### config.mk
export PLATFORM = sky130hd
export DESIGN_NAME = stage1
export DESIGN_NICKNAME = d
export VERILOG_FILES = /design/src/rtl/riscv_pkg.sv /design/src/rtl/fetch_fifo.sv /design/src/rtl/stage1.sv
export SDC_FILE = /design/constraint.sdc
export NUM_CORES = 1
export LEC_CHECK = 0
export CAP_MARGIN = 40
export CORE_AREA = 2 2 152 191
export CTS_BUF_LIST = sky130_fd_sc_hd__clkbuf_8 sky130_fd_sc_hd__clkbuf_16
export CTS_CLUSTER_DIAMETER = 120
export DETAILED_ROUTE_END_ITERATION = 10
export DIE_AREA = 0 0 154 193
export HOLD_SLACK_MARGIN = 0.02
export MAX_ROUTING_LAYER = met4
export PLACE_DENSITY_LB_ADDON = 0.05
export SLEW_MARGIN = 5
export SYNTH_ARGS = -nofsm -noshare
export SYNTH_HDL_FRONTEND = slang
export SYNTH_HIERARCHICAL = 1
export SYNTH_SLANG_ARGS = --single-unit
export TNS_END_PERCENT = 20
### constraint.sdc
create_clock -name clk -period 8.1 [get_ports clk]
set_input_delay 1.62 -clock clk [delete_from_list [all_inputs] [get_ports clk]]
set_output_delay 1.62 -clock clk [all_outputs]
set_load 0.01 [all_outputs]
### src/rtl/riscv_pkg.sv
// Shared fetch-stage types: address width, NOP encoding, FIFO entry and fetch FSM states.
package riscv_pkg;

   localparam int unsigned ADDR_W   = 48;
   localparam logic [31:0] NOP_WORD = 32'h00000013;

   typedef struct packed {
      logic [ADDR_W-1:0] pc;
      logic [31:0]       instr;
      logic              trap;
   } fetch_entry_t;

   typedef enum logic [1:0] {StFetch, StWait, StDrain, StHalt} fetch_state_e;

endpackage

### src/rtl/fetch_fifo.sv
// Two-entry FIFO of fetch entries with synchronous flush; a push in the flush cycle survives.
module fetch_fifo
   import riscv_pkg::*;
(
   input  logic         clk,
   input  logic         n_reset,
   input  logic         flush,
   input  logic         push,
   input  fetch_entry_t wdata,
   input  logic         pop,
   output fetch_entry_t rdata,
   output logic [1:0]   count
);

   fetch_entry_t mem_q [2];
   logic         wr_ptr_q, rd_ptr_q;
   logic [1:0]   count_q;

   always_ff @(posedge clk or negedge n_reset) begin
      if (!n_reset) begin
         mem_q[0] <= '0;
         mem_q[1] <= '0;
         wr_ptr_q <= 1'b0;
         rd_ptr_q <= 1'b0;
         count_q  <= 2'd0;
      end else if (flush) begin
         rd_ptr_q <= 1'b0;
         wr_ptr_q <= push;
         count_q  <= {1'b0, push};
         if (push) mem_q[0] <= wdata;
      end else begin
         if (push) begin
            mem_q[wr_ptr_q] <= wdata;
            wr_ptr_q        <= ~wr_ptr_q;
         end
         if (pop) rd_ptr_q <= ~rd_ptr_q;
         count_q <= count_q + {1'b0, push} - {1'b0, pop};
      end
   end

   assign rdata = mem_q[rd_ptr_q];
   assign count = count_q;

endmodule

### src/rtl/stage1.sv
// Instruction fetch stage: single-outstanding memory requests, 2-entry response buffer,
// registered output to decode, redirect flush and trap halt.
module stage1
   import riscv_pkg::*;
#(
   parameter logic [ADDR_W-1:0] RESET_PC  = '0,
   parameter logic [31:0]       NOP_INSTR = NOP_WORD
) (
   input  logic              clk,
   input  logic              n_reset,
   output logic              imem_req,
   output logic [ADDR_W-1:0] imem_addr,
   input  logic              imem_gnt,
   input  logic              imem_rvalid,
   input  logic [31:0]       imem_rdata,
   input  logic              imem_err,
   input  logic              redirect_valid,
   input  logic [ADDR_W-1:0] redirect_pc,
   input  logic              stall_dec,
   output logic              valid_if,
   output logic [ADDR_W-1:0] pc,
   output logic [31:0]       instr,
   output logic              trap_if
);

   fetch_state_e      state_q, state_d;
   logic [ADDR_W-1:0] fpc_q, fpc_d, oaddr_q, oaddr_d;
   logic              run_q;
   logic              valid_q, valid_d;
   fetch_entry_t      out_q, out_d;

   fetch_entry_t      push_entry, head;
   logic              push, pop, push_wait, outstanding, load, issue;
   logic [1:0]        count;
   logic [2:0]        credit;

   assign outstanding = (state_q == StWait) || (state_q == StDrain);
   assign push_wait   = (state_q == StWait) && imem_rvalid && !redirect_valid;
   assign load        = !valid_q || !stall_dec;
   assign pop         = load && (count != 2'd0) && !redirect_valid;

   // Slots committed after this edge: buffered entries plus a response still in flight.
   assign credit = {1'b0, count} + {2'b0, push_wait} - {2'b0, pop}
                 + {2'b0, outstanding && !imem_rvalid};

   // A new request may go out in the same cycle the previous response returns.
   assign issue = run_q && !redirect_valid && (credit < 3'd2) &&
                  ((state_q == StFetch) || ((state_q == StWait) && imem_rvalid && !imem_err));

   assign imem_req  = issue;
   assign imem_addr = issue ? fpc_q : '0;

   always_comb begin
      state_d    = state_q;
      fpc_d      = fpc_q;
      oaddr_d    = oaddr_q;
      push       = 1'b0;
      push_entry = '{pc: oaddr_q, instr: imem_rdata, trap: 1'b0};
      if (redirect_valid) begin
         fpc_d = redirect_pc;
         if (redirect_pc[1:0] != 2'b00) begin
            push       = 1'b1;
            push_entry = '{pc: redirect_pc, instr: NOP_INSTR, trap: 1'b1};
            state_d    = StHalt;
         end else if (outstanding && !imem_rvalid) begin
            state_d = StDrain;
         end else begin
            state_d = StFetch;
         end
      end else begin
         unique case (state_q)
            StFetch: ;
            StWait: begin
               if (imem_rvalid) begin
                  push = 1'b1;
                  if (imem_err) begin
                     push_entry.instr = NOP_INSTR;
                     push_entry.trap  = 1'b1;
                     state_d          = StHalt;
                  end else begin
                     state_d = StFetch;
                  end
               end
            end
            StDrain: if (imem_rvalid) state_d = StFetch;
            StHalt: ;
            default: state_d = StFetch;
         endcase
         if (issue && imem_gnt) begin
            fpc_d   = fpc_q + ADDR_W'(4);
            oaddr_d = fpc_q;
            state_d = StWait;
         end
      end
   end

   always_comb begin
      valid_d = valid_q;
      out_d   = out_q;
      if (redirect_valid) begin
         valid_d = 1'b0;
      end else if (load) begin
         valid_d = (count != 2'd0);
         if (count != 2'd0) out_d = head;
      end
   end

   always_ff @(posedge clk or negedge n_reset) begin
      if (!n_reset) begin
         state_q <= StFetch;
         fpc_q   <= RESET_PC;
         oaddr_q <= '0;
         run_q   <= 1'b0;
         valid_q <= 1'b0;
         out_q   <= '0;
      end else begin
         state_q <= state_d;
         fpc_q   <= fpc_d;
         oaddr_q <= oaddr_d;
         run_q   <= 1'b1;
         valid_q <= valid_d;
         out_q   <= out_d;
      end
   end

   fetch_fifo u_fifo (
      .clk     (clk),
      .n_reset (n_reset),
      .flush   (redirect_valid),
      .push    (push),
      .wdata   (push_entry),
      .pop     (pop),
      .rdata   (head),
      .count   (count)
   );

   assign valid_if = valid_q;
   assign pc       = out_q.pc;
   assign instr    = out_q.instr;
   assign trap_if  = out_q.trap;

endmodule

[Word level (Yosys, flattened, before mapping)]
Cells that the tools add are included.
Word-level totals
  bits of input ports: 87
  output and inout bits: 131
  flip-flop bits (word level): 347
Cells by class
  equal/unequal tests: 4
  order comparisons: 4
  reductions and logical operators: 31
  bitwise operators: 5
  $add $sub $neg: 6
  multiplexer cells: 37
Operators by type and width (count)
  $mux W81: 7
  $mux W48: 4
  $bwmux W162: 1
  $mux W162: 1
  $mux W33: 4
  $demux W81 S1: 1
  $add A48 B3 Y48 const B: 1
  $mux W2: 8
  $reduce_bool A2 Y1: 6
  $logic_and A1 B1 Y1: 11
  $mux W1: 10
  $ne A4 B3 Y1 const B: 2
  $reduce_and A3 Y1: 2
  $logic_not A1 Y1: 5
  $ge A2 B2 Y1 const B: 2
  $not A1 Y2: 2
  $pmux W2 S2: 1
  $reduce_and A2 Y1: 2
  $reduce_bool A4 Y1: 1
  $add A2 B1 Y3: 1
  $add A3 B1 Y3: 1
  $logic_or A1 B1 Y1: 3
  $lt A3 B2 Y1 const B: 1
  $not A1 Y1: 3
  7 further kinds: 7

[Longest topological paths before layout]
Gate-level depths: netlist (run 1).
  depth after elaboration: 12
  depth in mapped cells: 16
  gate-level depth less buffers: 12

[Cells and area by module]
The synthesis (run 1) kept the hierarchy.
Modules (own cells, without submodules)
  stage1: area each 9305.2 µm², cells an instance 916, times used 1, sequential area each 4529.3 µm²
  fetch_fifo: area each 7199.4 µm², cells an instance 449, times used 1, sequential area each 4154.0 µm²

[Least setup slack after synthesis (run 1)]
Ideal clock, no wire load.
  kind: input port to output port
  from: input port redirect_valid
  to: output port imem_addr[28]
  stages: 14
  path slack: 1.720 ns
  data required time: 6.480 ns
  buffers on the path: 5
  arrival: 4.760 ns
  path through: buf_6 a211oi_1 clkbuf_1 clkbuf_1 ha_1 inv_1 ha_1 a21o_1 fa_1 xor2_1 o2111a_1 clkbuf_1 clkbuf_1 and2_1
On the way
  elaborated cells on any way between the ends: 11
RTL lines
  start, declared: line stage1.sv:17  | input logic redirect_valid,
  $logic_not A1 Y1: line stage1.sv:40  | assign pop = load && (count != 2'd0) && !redirect_valid;
  $logic_and A1 B1 Y1: line stage1.sv:40
  named net pop: line stage1.sv:33  | logic push, pop, push_wait, outstanding, load, issue;
  $sub A3 B1 Y3: line stage1.sv:43  | assign credit = {1'b0, count} + {2'b0, push_wait} - {2'b0, pop}
  $add A3 B1 Y3: line stage1.sv:44  | + {2'b0, outstanding && !imem_rvalid};
  $lt A3 B2 Y1: line stage1.sv:47  | assign issue = run_q && !redirect_valid && (credit < 3'd2) &&
  $logic_and A1 B1 Y1 (2 in series): line stage1.sv:47
  $mux W48: line stage1.sv:51  | assign imem_addr = issue ? fpc_q : '0;
  end, declared: line stage1.sv:12  | output logic [ADDR_W-1:0] imem_addr,
The timed path passes the listed nets, and every way through them passes these cells.

[Final worst setup path (run 1)]
  from: input port stall_dec
  to: output port imem_addr[10]
On the way
  word-level cells in the longest chain between the ends: 10
Ends and longest elaborated chain
  start, declared: line stage1.sv:19  | input logic stall_dec,
  $logic_not A1 Y1: line stage1.sv:39  | assign load = !valid_q || !stall_dec;
  $logic_or A1 B1 Y1: line stage1.sv:39
  $logic_and A1 B1 Y1 (2 in series): line stage1.sv:40
  $sub A3 B1 Y3: line stage1.sv:43
  $add A3 B1 Y3: line stage1.sv:44
  $lt A3 B2 Y1: line stage1.sv:47
  $logic_and A1 B1 Y1 (2 in series): line stage1.sv:47
  $mux W48: line stage1.sv:51
No other way between the ends.

==> results.sh, run 1 <==
export IMPL_status="finished, final reports clean"
export IMPL_max_clock_path_buffers=3
export IMPL_mostFrequentLayoutCells="371 x mux2_2, 346 x dfrtp_1, 215 x clkdlybuf4s50_1"
export IMPL_synth_seq_cells=347
export IMPL_arrival_ps=4920
export IMPL_die_area_sq_um=29700
export IMPL_syn_area_per_cell_sq_um=12.1
export IMPL_min_path_type="reg2reg"
export IMPL_grt_util_all_layers=0.266
export IMPL_route_detailed_drc=0
export IMPL_fill_cells=2011
export IMPL_io_pins=218
export IMPL_die_y_um=193
export IMPL_max_cap_viol_count=0
export IMPL_synthCells=1365
export IMPL_ant_nets=0
export IMPL_path_clk_slew_ps=60
export IMPL_grt_pass1_vias=11677
export IMPL_reg2reg_slack_ps=3990
export IMPL_min_from="oaddr_q[32]"
export IMPL_drt_iter0_drc=571
export IMPL_grt_pass1_wl_um=61500
export IMPL_setup_violations=0
export IMPL_finalCoreUtilization=0.717
export IMPL_tightest_slew_ps=1130
export IMPL_rsz0062_at_grt="no"
export IMPL_worstPathRequired_ps=6480
export IMPL_timing_slew_headroom=0.244
export IMPL_drtPass1Iterations=5
export IMPL_syn_to_final_growth_pct=21.9
export IMPL_crit_path_start_kind="input pin"
export IMPL_cts_resized=0
export IMPL_finalMaxSlewViolations=0
export IMPL_cts_setup_buffers=0
export IMPL_wl_per_cell_um=19.6
export IMPL_rows=69
export IMPL_port_buffers=217
export IMPL_fin_nets=1647
export IMPL_crit_buf_inv=4
export IMPL_numCtsBuffers=36
export IMPL_finalSetupTns_ps=0
export IMPL_startpoint="stall_dec"
export IMPL_power_density_nw_per_um2=302
export IMPL_cts_root_buf="clkbuf_16"
export IMPL_postCtsHoldBufs=0
export IMPL_peakVddDrop_v=0.000241
export IMPL_crit_fanout=29
export IMPL_hpwl_um=24000
export IMPL_cpPeakStageDelay_ps=540
export IMPL_hold_viol=0
export IMPL_grt_ovfl_total=0
export IMPL_via_count=11208
export IMPL_reg2reg_from="u_fifo/count[1]"
export IMPL_start_util=0.588
export IMPL_cts_sinks=347
export IMPL_drive_above_1_share=0.297
export IMPL_htree_levels=2
export IMPL_synthArstFlopShare=1.00
export IMPL_ys_seq_area_frac=0.526
export IMPL_die_w_um=154
export IMPL_ys_warn_count=6
export IMPL_coreArea_sq_um=28100
export IMPL_cts_tree="yes"
export IMPL_gp_congestion=0.818
export IMPL_finalWirelength_um=37900
export IMPL_p_leak_uw=0.00914
export IMPL_synth_net_count=1461
export IMPL_clock_skew_ps=17.0
export IMPL_critPathTopFamily="buffers and inverters"
export IMPL_fmax_ghz=0.153
export IMPL_crit_chain="clkdlybuf4s50_1 > a211oi_4 > ha_1 > inv_1 > ha_1 > a21o_1 > fa_1 > xor2_1 > o2111a_1 > buf_4 > and2_1 > clkdlybuf4s50_1"
export IMPL_ys_flop_type="dfrtp_1"
export IMPL_yosysUniqueCellTypes=67
export IMPL_endpoint_kind="output port"
export IMPL_critPathKind="in2out"
export IMPL_grt_antenna_before_repair=3
export IMPL_syn_area_sq_um=16500
export IMPL_clk_latency_ps=520
export IMPL_min_period_ps=6540
export IMPL_synth_edff_count=0
export IMPL_grt_start_max_net_pins=184
export IMPL_period_share=0.808
export IMPL_cp_slowest_cell="clkdlybuf4s50_1"
export IMPL_viasPerCell=5.79
export IMPL_final_common_cell="mux2_2"
-- registers in the layout (all words and copies together), names as in the netlist, 2 cells and up --
register,cells
fpc_q,48
instr,32
oaddr_q,48
pc,48
state_q,2
u_fifo/count,2
u_fifo/mem_q,162
-- metal layers --
layer  vias to the layer above  wire (um)  GRT usage  part of all wire
met1                      5659      16200      0.336              0.43
li1                       5200          -          -                 -
met2                       291      19000      0.447              0.50
met5                         -          0          -                 0
met3                        58       1960     0.0498             0.052
met4                         0        703     0.0687             0.019
-- layout make-up --
type / count / area, sq um / share of cell area
Antenna cell: 3 / 7.51 / 0.000373
Inverter: 18 / 67.6 / 0.00336
Clock inverter: 16 / 158 / 0.00784
Timing Repair Buffer: 236 / 2370 / 0.118
Clock buffer: 48 / 1080 / 0.0536
Sequential cell: 347 / 8690 / 0.432
Tap cell: 355 / 444 / 0.0221
Multi-Input combinational cell: 912 / 7300 / 0.363
-- worst min-delay path: cells and delay by family, from the launching register on --
kind	cells	cell delay (ps)
AND/OR/NAND/NOR	2	100
flip-flops	1	330
-- final timing paths --
check,endpoint,depth (start not counted)
min in group asynchronous,u_fifo/mem_q[44],1
min,oaddr_q[32],2
max,imem_addr[10],12
max in group asynchronous,u_fifo/rd_ptr_q,2
max reg2reg,fpc_q[14],13
min reg2reg,oaddr_q[32],2
-- cells by family (layout without fill, tap and decap cells) --
logic type      count (synthesis)  count (layout)  share of synthesized area
flops                         347             347                      0.526
buf+inv                       106             318                     0.0340
mux                           373             373                      0.254
other cells                     1               4                   0.000227
compound gates                115             115                     0.0482
xor+xnor                        7               7                    0.00371
simple gates                  407             407                      0.126
fa+ha+maj                       9               9                    0.00728
-- synth_stat cells, types with 3 or more instances --
master | n | area share
and4_1 | 4 | 0.0021
o211ai_1 | 22 | 0.010
a31oi_1 | 4 | 0.0015
nor2_1 | 24 | 0.0055
mux2_2 | 371 | 0.25
xor2_1 | 4 | 0.0021
buf_2 | 16 | 0.0049
nand2b_1 | 3 | 0.0011
dfrtp_1 | 347 | 0.53
buf_4 | 12 | 0.0055
o311ai_0 | 14 | 0.0074
inv_1 | 17 | 0.0039
nand2_1 | 188 | 0.043
nor3_1 | 5 | 0.0015
o21ai_0 | 30 | 0.0091
ha_1 | 8 | 0.0061
a21o_1 | 6 | 0.0027
xnor2_1 | 3 | 0.0016
nand4_1 | 21 | 0.0080
buf_6 | 13 | 0.0089
buf_1 | 5 | 0.0011
or4_1 | 8 | 0.0036
clkbuf_1 | 42 | 0.0096
and3_1 | 8 | 0.0030
nand3_1 | 32 | 0.0097
nor4_1 | 4 | 0.0015
and2_1 | 82 | 0.031
or3_1 | 7 | 0.0027
a22oi_1 | 7 | 0.0032
a21oi_1 | 12 | 0.0036
-- power breakdown --
group,switching (uW),internal [uW]
sequential,331,2290
clock,667,1030
combinational,686,1080
total,1680,4390
-- through the flow --
stage,worst slack [ps],hold slack [ps],area [sq um],power [uW],instances
2_1_floorplan,1720,440,16500,3710,1365
3_3_place_gp,1600,452,18800,4340,1865
3_5_place_dp,1550,457,18900,4410,1868
4_1_cts,1530,472,20100,6140,1932
5_1_grt,1370,496,20100,6410,1935
6_report,1560,466,20100,6080,1935
Power figures use the tool's default switching activity.
==> run 2, diff against run 1 <==
--- a/config.mk
+++ b/config.mk
@@ -6,11 +6,11 @@
 export NUM_CORES = 1
 export LEC_CHECK = 0
 export CAP_MARGIN = 40
-export CORE_AREA = 2 2 152 191
+export CORE_AREA = 2 2 166 209
 export CTS_BUF_LIST = sky130_fd_sc_hd__clkbuf_8 sky130_fd_sc_hd__clkbuf_16
 export CTS_CLUSTER_DIAMETER = 120
 export DETAILED_ROUTE_END_ITERATION = 10
-export DIE_AREA = 0 0 154 193
+export DIE_AREA = 0 0 168 211
 export HOLD_SLACK_MARGIN = 0.02
 export MAX_ROUTING_LAYER = met4
 export PLACE_DENSITY_LB_ADDON = 0.05
==> constraint.sdc (replaced) <==
create_clock -name clk -period 5.29 [get_ports clk]
set_input_delay 1.058 -clock clk [delete_from_list [all_inputs] [get_ports clk]]
set_output_delay 1.058 -clock clk [all_outputs]
set_load 0.01 [all_outputs]
==> run 2 against run 1 <==
Register-to-register slack got worse by 2600 ps. Global-route usage fell by 2.8 points. Wire length rose by 5.6%. Via count fell by 0.41%. Sequential power rose by 54%. Clock power rose by 57%. Final cell count rose by 3.9%. Critical path depth fell by 1. Sequential share of layout area fell by 0.56 points. Worst setup slack got worse by 1400 ps. Clock-buffer cell count fell by 1.
==> results.sh, run 2 (synthesis results as in run 1) <==
export IMPL_ant_nets=0
export IMPL_setup_violations=0
export IMPL_port_buffers=217
export IMPL_finalSetupTns_ps=0
export IMPL_peakVddDrop_v=0.000370
export IMPL_grt_start_max_net_pins=106
export IMPL_route_detailed_drc=0
export IMPL_cts_setup_buffers=0
export IMPL_arrival_ps=4040
export IMPL_viasPerCell=5.55
export IMPL_critPathKind="in2out"
export IMPL_via_count=11162
export IMPL_finalWirelength_um=40000
export IMPL_io_pins=218
export IMPL_hold_viol=0
export IMPL_fill_cells=2741
export IMPL_p_leak_uw=0.0101
export IMPL_die_w_um=168
export IMPL_drive_above_1_share=0.302
export IMPL_min_path_type="reg2reg"
export IMPL_die_y_um=211
export IMPL_p_sw_frac=0.278
export IMPL_dp_cells=1942
export IMPL_worstPathRequired_ps=4230
export IMPL_grt_pass1_vias=11850
export IMPL_cts_tree="yes"
export IMPL_rsz0062_at_grt="no"
export IMPL_tightest_slew_ps=858
export IMPL_postCtsHoldBufs=0
export IMPL_drt_iter0_drc=626
export IMPL_period_share=0.964
export IMPL_wl_per_cell_um=19.9
export IMPL_numCtsBuffers=36
export IMPL_largest_reg_flops=162
export IMPL_hold_ws_ps=467
export IMPL_switching_power_uw=2610
export IMPL_regMostFlops="u_fifo/mem_q"
export IMPL_power_density_nw_per_um2=459
export IMPL_fin_nets=1653
export IMPL_grt_antenna_before_repair=5
export IMPL_endpoint_kind="output port"
export IMPL_comb_power_share=0.287
export IMPL_cts_sinks=347
export IMPL_htree_levels=2
export IMPL_pwr_share_seq=0.431
export IMPL_start_util=0.495
export IMPL_layoutNonFillerInstCount=2011
export IMPL_timing_slew_headroom=0.428
export IMPL_drtPass1Iterations=5
export IMPL_final_common_cell="mux2_2"
export IMPL_clk_latency_ps=530
export IMPL_hpwl_um=25500
export IMPL_crit_fanout=20
export IMPL_path_clk_slew_ps=60
export IMPL_crit_path_start_kind="input pin"
export IMPL_grt_util_all_layers=0.238
export IMPL_finalMaxSlewViolations=0
export IMPL_cts_root_buf="clkbuf_16"
export IMPL_cp_slowest_cell="clkdlybuf4s50_1"
export IMPL_syn_to_final_growth_pct=23.5
export IMPL_grt_pass1_wl_um=64900
export IMPL_mostFrequentLayoutCells="371 x mux2_2, 346 x dfrtp_1, 188 x nand2_1"
export IMPL_max_cap_viol_count=0
export IMPL_grt_ovfl_total=0
export IMPL_fmax_ghz=0.196
export IMPL_crit_chain="clkdlybuf4s50_1 > a211oi_4 > ha_1 > inv_1 > ha_1 > a21o_1 > fa_1 > nor2_1 > o2111a_2 > buf_12 > clkdlybuf4s50_1"
export IMPL_clock_skew_ps=11.2
export IMPL_die_area_sq_um=35400
export IMPL_gp_congestion=0.797
export IMPL_coreArea_sq_um=33300
export IMPL_status="finished, final reports clean"
export IMPL_max_clock_path_buffers=3
export IMPL_p_clk_frac=0.283
export IMPL_cpPeakStageDelay_ps=550
export IMPL_internal_power_uw=6750
export IMPL_min_period_ps=5100
export IMPL_rows=75
[run 2: changes by cell type in the layout (fill, tap and decap cells not counted), moves of 3 or more]
| cell | change |
|---|---|
| buf_12 | +4 |
| clkdlybuf4s50_1 | -48 |
| inv_1 | -3 |
| buf_4 | +5 |
| diode_2 | +3 |
| dlymetal6s2s_1 | +48 |
| clkinv_2 | +5 |
[run 2: final timing paths]
check | startpoint | end | slack (ps) | depth (start not counted)
min | oaddr_q[32] | oaddr_q[32] | 470 | 2
max in group asynchronous | n_reset | pc[28] | 3560 | 2
max | stall_dec | imem_req | 190 | 11
min reg2reg | oaddr_q[32] | oaddr_q[32] | 470 | 2
min in group asynchronous | n_reset | pc[14] | 560 | 1
max reg2reg | u_fifo/count[1] | fpc_q[8] | 1430 | 14
[run 2: per-layer routing]
layer	wire (um)	GRT usage
met1	17300	0.298
met2	20000	0.398
met3	1930	0.0459
met4	724	0.0639
met5	0	-
[run 2: power by group through the flow]
| stage | Combinational (uW) | Sequential (uW) | Clock [uW] |
|---|---|---|---|
| 2_1_floorplan | 1700 | 3980 | 0 |
| 3_3_place_gp | 2660 | 4030 | 0 |
| 3_5_place_dp | 2710 | 4070 | 0 |
| 4_1_cts | 2730 | 4040 | 2720 |
| 5_1_grt | 2930 | 4150 | 2830 |
| 6_report | 2680 | 4030 | 2650 |
[run 2: critical path: cells and delay by family]
family | cells | cell delay (ps)
buffers and inverters | 4 | 1230
AOI/OAI and AO/OA | 3 | 720
and+or+nand+nor | 1 | 100
adders and majority gates | 3 | 930
[run 2: repair_timing]
| action | 4_1_cts | 5_1_grt |
|---|---|---|
| hold endpoints to repair | 0 | 0 |
| setup endpoints to repair | 1 | 48 |
| pin swaps | 1 | 0 |
| gates resized for setup | 0 | 48 |
[run 2: final cells by class]
class / instances / area [sq um] / area share
Sequential cell: 347 / 8690 / 0.426
Timing Repair Buffer: 242 / 2540 / 0.125
Clock inverter: 16 / 175 / 0.00860
Inverter: 18 / 67.6 / 0.00332
Multi-Input combinational cell: 912 / 7300 / 0.358
Tap cell: 423 / 529 / 0.0260
Clock buffer: 47 / 1060 / 0.0522
Antenna cell: 6 / 15.0 / 0.000737
[run 2: per-stage QoR]
stage | util | setup slack (ps) | cell area, sq um | total power [uW]
after floorplan | - | 33.7 | 16500 | 5680
after global placement | 0.570 | 26.9 | 19000 | 6690
after detailed placement | 0.570 | 8.35 | 19000 | 6780
after CTS | 0.608 | 10.6 | 20200 | 9480
after global routing | 0.612 | 57.1 | 20400 | 9910
final | 0.612 | 191 | 20400 | 9360
==> run 3, diff against run 2 <==
--- a/config.mk
+++ b/config.mk
@@ -14,7 +14,7 @@
 export HOLD_SLACK_MARGIN = 0.02
 export MAX_ROUTING_LAYER = met4
 export PLACE_DENSITY_LB_ADDON = 0.05
-export SLEW_MARGIN = 5
+export SLEW_MARGIN = 20
 export SYNTH_ARGS = -nofsm -noshare
 export SYNTH_HDL_FRONTEND = slang
 export SYNTH_HIERARCHICAL = 1
==> run 3 against run 2 <==
Via count barely moved. Non-clock buffer count rose by 1. First-iteration DRC count fell by 4.0%. Clock power barely moved. Register-to-register slack improved by 20 ps. Design area rose by 0.14%. Clock-buffer cell count did not move. Worst setup slack got worse by 3.6 ps. Critical path depth did not move. Worst hold slack improved by 1.2 ps. Core utilization rose by 0.083 points. Combinational power barely moved. Critical path type unchanged.
==> results.sh, run 3 (synthesis results as in run 1) <==
export IMPL_period_share=0.965
export IMPL_r2r_cells=14
export IMPL_gp_congestion=0.797
export IMPL_numCtsBuffers=36
export IMPL_syn_to_final_growth_pct=23.6
export IMPL_hold_viol=0
export IMPL_fin_nets=1654
export IMPL_grt_pass1_wl_um=64900
export IMPL_start_util=0.495
export IMPL_regArea_sq_um=8690
export IMPL_setup_violations=0
export IMPL_peakVddDrop_v=0.000370
export IMPL_route_detailed_drc=0
export IMPL_stdcell_area_sq_um=20400
export IMPL_postPlaceCellArea_sq_um=19000
export IMPL_p_sw_frac=0.279
export IMPL_min_period_ps=5100
export IMPL_drt_iter0_drc=601
export IMPL_die_area_sq_um=35400
export IMPL_grt_antenna_before_repair=5
export IMPL_port_buffers=217
export IMPL_finalMaxSlewViolations=0
export IMPL_grt_pass1_vias=11850
export IMPL_ant_nets=0
export IMPL_via_count=11154
export IMPL_timing_slew_headroom=0.440
export IMPL_clk_latency_ps=530
export IMPL_finalSetupTns_ps=0
export IMPL_drive_above_1_share=0.303
export IMPL_regMostFlops="u_fifo/mem_q"
export IMPL_fmax_ghz=0.196
export IMPL_power_density_nw_per_um2=459
export IMPL_crit_path_start_kind="input pin"
export IMPL_max_clock_path_buffers=3
export IMPL_drtPass1Iterations=4
export IMPL_tightest_slew_ps=832
export IMPL_endpoint_kind="output port"
export IMPL_viasPerCell=5.54
export IMPL_clock_skew_ps=10.7
export IMPL_path_clk_slew_ps=60
export IMPL_arrival_ps=4040
export IMPL_grt_util_all_layers=0.238
export IMPL_switching_power_uw=2610
export IMPL_rows=75
export IMPL_largest_reg_flops=162
export IMPL_fill_cells=2739
export IMPL_die_y_um=211
export IMPL_finalWirelength_um=40100
export IMPL_coreArea_sq_um=33300
export IMPL_comb_power_share=0.287
export IMPL_hpwl_um=25500
export IMPL_min_path_type="reg2reg"
export IMPL_hold_path_depth=2
export IMPL_grt_ovfl_total=0
export IMPL_cts_root_buf="clkbuf_16"
export IMPL_critPathKind="in2out"
export IMPL_pwr_share_seq=0.431
export IMPL_die_w_um=168
export IMPL_grt_start_max_net_pins=106
export IMPL_internal_power_uw=6760
export IMPL_p_clk_frac=0.283
export IMPL_multi_input_area_sq_um=7300
export IMPL_htree_levels=2
export IMPL_wl_per_cell_um=19.9
export IMPL_mostFrequentLayoutCells="371 x mux2_2, 346 x dfrtp_1, 188 x nand2_1"
export IMPL_max_cap_viol_count=0
export IMPL_p_leak_uw=0.0101
export IMPL_cts_tree="yes"
export IMPL_final_common_cell="mux2_2"
export IMPL_rsz0062_at_grt="no"
export IMPL_postCtsHoldBufs=0
export IMPL_cts_sinks=347
export IMPL_crit_fanout=20
export IMPL_status="finished, final reports clean"
export IMPL_worstPathRequired_ps=4230
export IMPL_io_pins=218
[run 3: cell types whose count changed in the layout (fill, tap and decap cells not counted), sizes merged]
cell,before,now
buf,27,28
[run 3: metrics by stage]
step	utilization	power [uW]	worst slack (ps)	hold WS, ps	std cells
2_1_floorplan	-	5680	33.7	440	1365
3_3_place_gp	0.570	6690	26.9	452	1942
3_5_place_dp	0.570	6780	8.35	457	1942
4_1_cts	0.608	9480	10.6	472	2005
5_1_grt	0.612	9910	57.1	489	2011
6_report	0.613	9370	188	469	2012
[run 3: timing repair]
item	4_1_cts	5_1_grt
pin swaps	1	0
setup buffers	0	0
resized for setup	0	48
setup endpoints to repair	1	48
[run 3: path summary, 6_finish.rpt]
kind	start	end	slack, ps
worst min register to register	oaddr_q[32]	oaddr_q[32]	470
worst max register to register	u_fifo/count[1]	fpc_q[8]	1450
min in group asynchronous	n_reset	pc[14]	560
worst max-delay path	stall_dec	imem_req	190
worst min-delay path	oaddr_q[32]	oaddr_q[32]	470
max in group asynchronous	n_reset	pc[30]	3570
[run 3: worst max-delay path, stage by stage]
cell	delay [ps]
clkdlybuf4s50_1	460
a211oi_4	270
ha_1	260
inv_1	60
ha_1	220
a21o_1	170
fa_1	370
xor2_1	180
o2111a_2	280
buf_12	160
clkdlybuf4s50_1	550
[run 3: metal layers]
layer | wire length, um | vias to the layer above | global-route usage
li1 | - | 5223 | -
met1 | 17200 | 5639 | 0.298
met2 | 20100 | 241 | 0.398
met3 | 1990 | 51 | 0.0459
met4 | 728 | 0 | 0.0639
met5 | 0 | - | -
[run 3: cell type report]
cell class                      count  share of cell area
Multi-Input combinational cell    912               0.358
Sequential cell                   347               0.426
Clock inverter                     16             0.00858
Timing Repair Buffer              243               0.126
Antenna cell                        6            0.000736
Clock buffer                       47              0.0521
Tap cell                          423              0.0259
Inverter                           18             0.00331
[run 3: power groups by stage]
stage	Clock (uW)	Sequential [uW]	Combinational, uW
2_1_floorplan	0	3980	1700
3_3_place_gp	0	4030	2660
3_5_place_dp	0	4070	2710
4_1_cts	2720	4040	2730
5_1_grt	2830	4150	2930
6_report	2650	4030	2690
